`src/rtl/mod_hex_display.sv`:
```
// mod_hex_display: latches a hex value and drives active-low 7-segment digits
// with optional leading-zero blanking and whole-display blinking.
module mod_hex_display #(
    parameter int DIGITS = 4,
    parameter int unsigned BLINK_DIV = 25_000_000
) (
    input  logic                  i_clk,
    input  logic                  i_nrst,
    input  logic [4*DIGITS-1:0]   i_value,
    input  logic                  i_load,
    input  logic                  i_blank_lz,
    input  logic                  i_blink,
    output logic [7*DIGITS-1:0]   o_segments,
    output logic [4*DIGITS-1:0]   o_value,
    output logic                  o_ack
);
    logic [4*DIGITS-1:0] r_value;
    logic [31:0]         blink_cnt;
    logic                phase;
    logic                on;
    logic                wrap;
    logic [DIGITS-1:0]   lz;
    logic [7*DIGITS-1:0] seg_next;

    // Returns lit segments with segment a in bit 0 through g in bit 6.
    function automatic logic [6:0] decode(input logic [3:0] n);
        logic [6:0] p;
        case (n)
            4'h0: p = 7'b1111110;
            4'h1: p = 7'b0110000;
            4'h2: p = 7'b1101101;
            4'h3: p = 7'b1111001;
            4'h4: p = 7'b0110011;
            4'h5: p = 7'b1011011;
            4'h6: p = 7'b1011111;
            4'h7: p = 7'b1110000;
            4'h8: p = 7'b1111111;
            4'h9: p = 7'b1111011;
            4'hA: p = 7'b1110111;
            4'hB: p = 7'b0011111;
            4'hC: p = 7'b1001110;
            4'hD: p = 7'b0111101;
            4'hE: p = 7'b1001111;
            default: p = 7'b1000111;
        endcase
        for (int i = 0; i < 7; i++) decode[i] = p[6-i];
    endfunction

    assign o_value = r_value;
    assign wrap    = blink_cnt == BLINK_DIV - 1;
    // A blink disable overrides the phase immediately, not one edge later.
    assign on      = phase | ~i_blink;

    for (genvar k = 0; k < DIGITS; k++) begin : g_digit
        assign lz[k] = (k != 0) && i_blank_lz && ((r_value >> (4*k)) == '0);
        assign seg_next[7*k +: 7] = (on && !lz[k]) ? ~decode(r_value[4*k +: 4]) : 7'h7F;
    end

    always_ff @(posedge i_clk or negedge i_nrst) begin
        if (!i_nrst) begin
            r_value    <= '0;
            o_ack      <= 1'b0;
            blink_cnt  <= '0;
            phase      <= 1'b1;
            o_segments <= '1;
        end else begin
            o_ack      <= i_load;
            r_value    <= i_load ? i_value : r_value;
            blink_cnt  <= (!i_blink || wrap) ? '0 : blink_cnt + 32'd1;
            phase      <= !i_blink ? 1'b1 : (wrap ? ~phase : phase);
            o_segments <= seg_next;
        end
    end
endmodule
```
`config.mk`:
```
export PLATFORM = sky130hd
export DESIGN_NAME = mod_hex_display
export DESIGN_NICKNAME = d
export VERILOG_FILES = /design/src/rtl/mod_hex_display.sv
export SDC_FILE = /design/constraint.sdc
export NUM_CORES = 1
export LEC_CHECK = 0
export ABC_AREA = 1
export BUFFER_PORTS_ARGS = -buffer_cell sky130_fd_sc_hd__buf_2
export CAP_MARGIN = 15
export CORE_ASPECT_RATIO = 0.75
export CORE_MARGIN = 1.5
export CORE_UTILIZATION = 55
export DETAILED_ROUTE_END_ITERATION = 10
export GPL_TIMING_DRIVEN = 0
export HOLD_SLACK_MARGIN = 0.03
export PLACE_DENSITY = 0.77
export REMOVE_ABC_BUFFERS = 1
export SLEW_MARGIN = 30
export SYNTH_ARGS = -nofsm -noshare
export SYNTH_HDL_FRONTEND = slang
export SYNTH_SLANG_ARGS = --single-unit
```
`constraint.sdc`:
```
create_clock -name i_clk -period 1.9 [get_ports i_clk]
set_clock_uncertainty 0.05 [all_clocks]
set_input_delay 0.38 -clock i_clk [delete_from_list [all_inputs] [get_ports i_clk]]
set_output_delay 0.38 -clock i_clk [all_outputs]
set_load 0.05 [all_outputs]
```
==> impl_results.rst <==
.. list-table::
   :header-rows: 1

   * - Metric
     - Value
   * - Status
     - finished, final reports clean
   * - Max-slew headroom
     - 0.6890
   * - Y dimension of the die
     - 80.42 microns
   * - Worst Max-Slew Pin Slew
     - 466.6 ps
   * - TritonCTS clock tree
     - done
   * - Library cells used by synthesis
     - 30
   * - Net switching share of the total power
     - 0.3329
   * - Crit path DAT
     - 1970 ps
   * - Unrepaired setup endpoints after global routing
     - no
   * - Start-to-end type of the worst setup path
     - register to register
   * - Post-synthesis cell count
     - approximately 570
   * - Iteration-0 DRC Markers
     - 235
   * - Ratio of cells with drive above 1 in the final layout
     - 0.2063
   * - Wire length of the first global-routing pass
     - 16570 microns
   * - Max Cap Viol
     - 0
   * - Site Rows
     - 28
   * - Count of state elements after synthesis
     - 78
   * - Grt total ovfl
     - 0
   * - Maximum net fanout on the critical path
     - 16
   * - Area growth from synthesis to layout
     - 15.97%
   * - Most frequently used cell type in the post-synthesis netlist
     - sky130_fd_sc_hd__nand2_1
   * - Synthesized cell area
     - between 4000 and 5000 sq um
   * - CTS H-Tree Depth
     - 3
   * - Req. time, crit path
     - 2090 ps
   * - Proportion of power drawn by combinational gates
     - 0.227
   * - Port buffer count
     - 65
   * - Async set-reset flop share out of synthesis
     - 1.000
   * - Horizontal die dimension
     - 106.2 microns
   * - Via density
     - about 5.3
   * - Worst Hold Depth
     - 3
   * - Power, Total
     - 4448 uW
   * - Setup crit end kind
     - register
   * - Pin count of the biggest net entering global routing
     - 54
   * - Number of top-level pins
     - 66
   * - Number of antenna violations at the first check in global routing
     - 0
   * - Core area
     - 7812 sq um
   * - Vias
     - 3927
   * - Net total in the final layout
     - 681
   * - Routed wire length
     - 10200 microns
   * - Clock slew at reported path FFs
     - 80 ps
   * - Max Clk Rate
     - 562.3 MHz
   * - Antenna diode instance count
     - 0
   * - Dominant cell type by area after synthesis
     - sky130_fd_sc_hd__dfrtp_1
   * - ANT nets after route
     - 0
   * - HP Class
     - input pin to register
   * - Portion of the post-synthesis area used by sequential elements
     - 0.4523
   * - Area used by multi-input combinational logic
     - 2160 sq um
   * - Pins over their slew limit
     - 0
   * - Final period util
     - 0.9361
   * - Pwr/cell area
     - 872.5 nW/um^2
   * - Post-DP HPWL
     - 7168 microns
   * - Post-synth EDFFs
     - 0
   * - Sequential fraction of design power
     - 0.438
   * - Synth top cells by count
     - sky130_fd_sc_hd__nand2_1, sky130_fd_sc_hd__nor2_1, sky130_fd_sc_hd__inv_1, sky130_fd_sc_hd__dfrtp_1, sky130_fd_sc_hd__nand3_1
   * - Root buffer selected by CTS
     - sky130_fd_sc_hd__clkbuf_8
   * - Setup bufs post-CTS
     - 0
   * - Final hold slack
     - 177.0 ps
   * - Routability cong.
     - between 0.9 and 1
   * - DIE AREA
     - 8543 sq um
   * - Starting density of the core
     - 0.5626
   * - Number of buffers on the longest clock path
     - 2
   * - Fillers
     - 683
   * - Routed length per instance
     - 13.68 microns
   * - Avg Inst Size Synth
     - 7.752 sq um
   * - Leakage Power
     - 0.002406 uW
   * - Worst r2r path cells
     - 8
   * - Clock net sink count
     - 78
   * - Min Tclk post-route
     - 1778 ps
   * - Vias in the first global route
     - 3614
   * - Clock buffers created by TritonCTS
     - 9
   * - Drt pass-1 iters
     - 4
   * - Total routing resource utilization after global routing
     - 0.2496
   * - Main flop type after synthesis
     - sky130_fd_sc_hd__dfrtp_1
   * - Insertion delay of the later-clocked pin in the worst-skew pair
     - 360 ps
   * - Clock network fraction of design power
     - 0.335
   * - Final number of setup-violating endpoints
     - 0
   * - Int Power
     - just under 3000 uW
   * - Number of warnings issued by yosys
     - 0
   * - Portion of synthesized cell area occupied by the leading cell type
     - 0.2790
   * - Startpoint Class
     - register
   * - FF+latch area
     - 1989 sq um
   * - Remaining DRCs
     - 0
   * - Switching power of the nets
     - 1480 uW
   * - Number of hold violations in the final report
     - 0
   * - Max rail drop VDD
     - 0.0007076 V
   * - Ranking of synthesized cells by area
     - sky130_fd_sc_hd__dfrtp_1, sky130_fd_sc_hd__dfstp_2, sky130_fd_sc_hd__nand2_1
layout make-up:
cell class,count,share of cell area
clock buffers,11,0.02577
clock inverters,5,0.02086
inverters,57,0.04197
multi-input cells,422,0.4237
flip-flops and latches,78,0.3903
well taps,105,0.02577
repair buffers,67,0.07167
registers in the layout (all words and copies together) (netlist names):
| name | cells |
|---|---|
| blink_cnt | 32 |
| o_ack | 1 |
| o_segments | 28 |
| o_value | 16 |
| phase | 1 |
power by group through the flow:
stage	sequential, uW	clock (uW)	combinational (uW)
5_1_grt	1970	1600	1090
6_report	1950	1490	1010
3_5_place_dp	1970	0	998
2_1_floorplan	2440	0	262
4_1_cts	1950	1530	1010
3_3_place_gp	1970	0	972
per-layer routing:
metal / share of wire / vias up / global-route usage
met5: 0 / - / 0
met4: 0.015 / 0 / 0.09730
met3: 0.058 / 18 / 0.05844
met2: 0.46 / 131 / 0.3916
met1: 0.46 / 1846 / 0.3359
li1: - / 1932 / -
per-stage QoR:
| stage | util | setup slack [ps] | TNS, ps | std cells | instance area (sq um) |
|---|---|---|---|---|---|
| 4_1_cts | 0.6488 | 16.36 | 0 | 743 | 5069 |
| 3_5_place_dp | 0.6160 | -9.346 | -21.13 | 726 | 4812 |
| 6_report | 0.6525 | 121.5 | 0 | 745 | 5097 |
| 2_1_floorplan | - | 86.30 | 0 | 555 | 4325 |
| 5_1_grt | 0.6525 | 13.39 | 0 | 745 | 5097 |
| 3_3_place_gp | 0.6121 | -97.85 | -4447 | 725 | 4782 |
kinds of logic after synthesis:
logic type | Yosys count | share of synthesized area
AND/OR/NAND/NOR | 316 | 0.2986
flip-flops | 78 | 0.4523
buffers and inverters | 69 | 0.06461
AO/OA/AOI/OAI | 66 | 0.08739
adder cells (fa/ha/maj) | 25 | 0.07116
XOR/XNOR | 13 | 0.02590
path summary, 6_finish.rpt:
| check | from | endpoint | slack (ps) |
|---|---|---|---|
| max | blink_cnt[0] | blink_cnt[27] | 120 |
| min | i_value[11] | o_value[11] | 180 |
| max reg2reg | blink_cnt[0] | blink_cnt[27] | 120 |
| min reg2reg | phase | phase | 440 |
| max in group asynchronous | i_nrst | o_segments[15] | 750 |
| min in group asynchronous | i_nrst | blink_cnt[1] | 430 |
what timing repair did:
item                                    CTS  global route
pin swaps                                 0             2
hold buffers                              1             0
gates resized for setup                   1             4
endpoints found under the setup margin   24            32
cloned                                    0             2
hold endpoints to repair                 18             0
layout by cell type, fill, tap and decap left out:
cell / instances
sky130_fd_sc_hd__a22oi_1: 1
sky130_fd_sc_hd__ha_2: 1
sky130_fd_sc_hd__bufinv_16: 3
sky130_fd_sc_hd__nor2_2: 4
sky130_fd_sc_hd__a31oi_1: 1
sky130_fd_sc_hd__ha_1: 24
sky130_fd_sc_hd__o211ai_1: 10
sky130_fd_sc_hd__xnor2_1: 5
sky130_fd_sc_hd__buf_4: 1
sky130_fd_sc_hd__nor2_4: 5
sky130_fd_sc_hd__nand2_4: 2
sky130_fd_sc_hd__clkbuf_1: 2
sky130_fd_sc_hd__xor2_1: 8
sky130_fd_sc_hd__dfstp_2: 29
sky130_fd_sc_hd__nand2_1: 164
sky130_fd_sc_hd__o311ai_0: 3
sky130_fd_sc_hd__nor3_1: 1
sky130_fd_sc_hd__a32oi_1: 1
sky130_fd_sc_hd__nand3_2: 1
sky130_fd_sc_hd__inv_1: 54
sky130_fd_sc_hd__nor3b_1: 1
sky130_fd_sc_hd__nand2_2: 5
sky130_fd_sc_hd__inv_6: 1
sky130_fd_sc_hd__o21bai_1: 1
sky130_fd_sc_hd__dlygate4sd3_1: 1
sky130_fd_sc_hd__nand2_8: 1
sky130_fd_sc_hd__a21oi_1: 12
sky130_fd_sc_hd__inv_2: 3
sky130_fd_sc_hd__buf_16: 1
sky130_fd_sc_hd__clkbuf_8: 9
sky130_fd_sc_hd__buf_2: 64
sky130_fd_sc_hd__dfrtp_1: 48
sky130_fd_sc_hd__dfrtp_2: 1
sky130_fd_sc_hd__o21ai_0: 35
sky130_fd_sc_hd__nand3_1: 40
sky130_fd_sc_hd__clkinvlp_4: 1
sky130_fd_sc_hd__nor2_1: 94
sky130_fd_sc_hd__o221ai_1: 2
critical path: stages, from the launching register on:
cell and delay, ps:
sky130_fd_sc_hd__dfrtp_2 420, sky130_fd_sc_hd__ha_2 240, sky130_fd_sc_hd__inv_1 80, sky130_fd_sc_hd__nor2_4 170, sky130_fd_sc_hd__nand3_2 80, sky130_fd_sc_hd__nor2_2 150, sky130_fd_sc_hd__nand2_2 190, sky130_fd_sc_hd__nand2_8 190
sky130_fd_sc_hd__nor2_1 80
No activity file was read; power rests on OpenSTA's default activity.
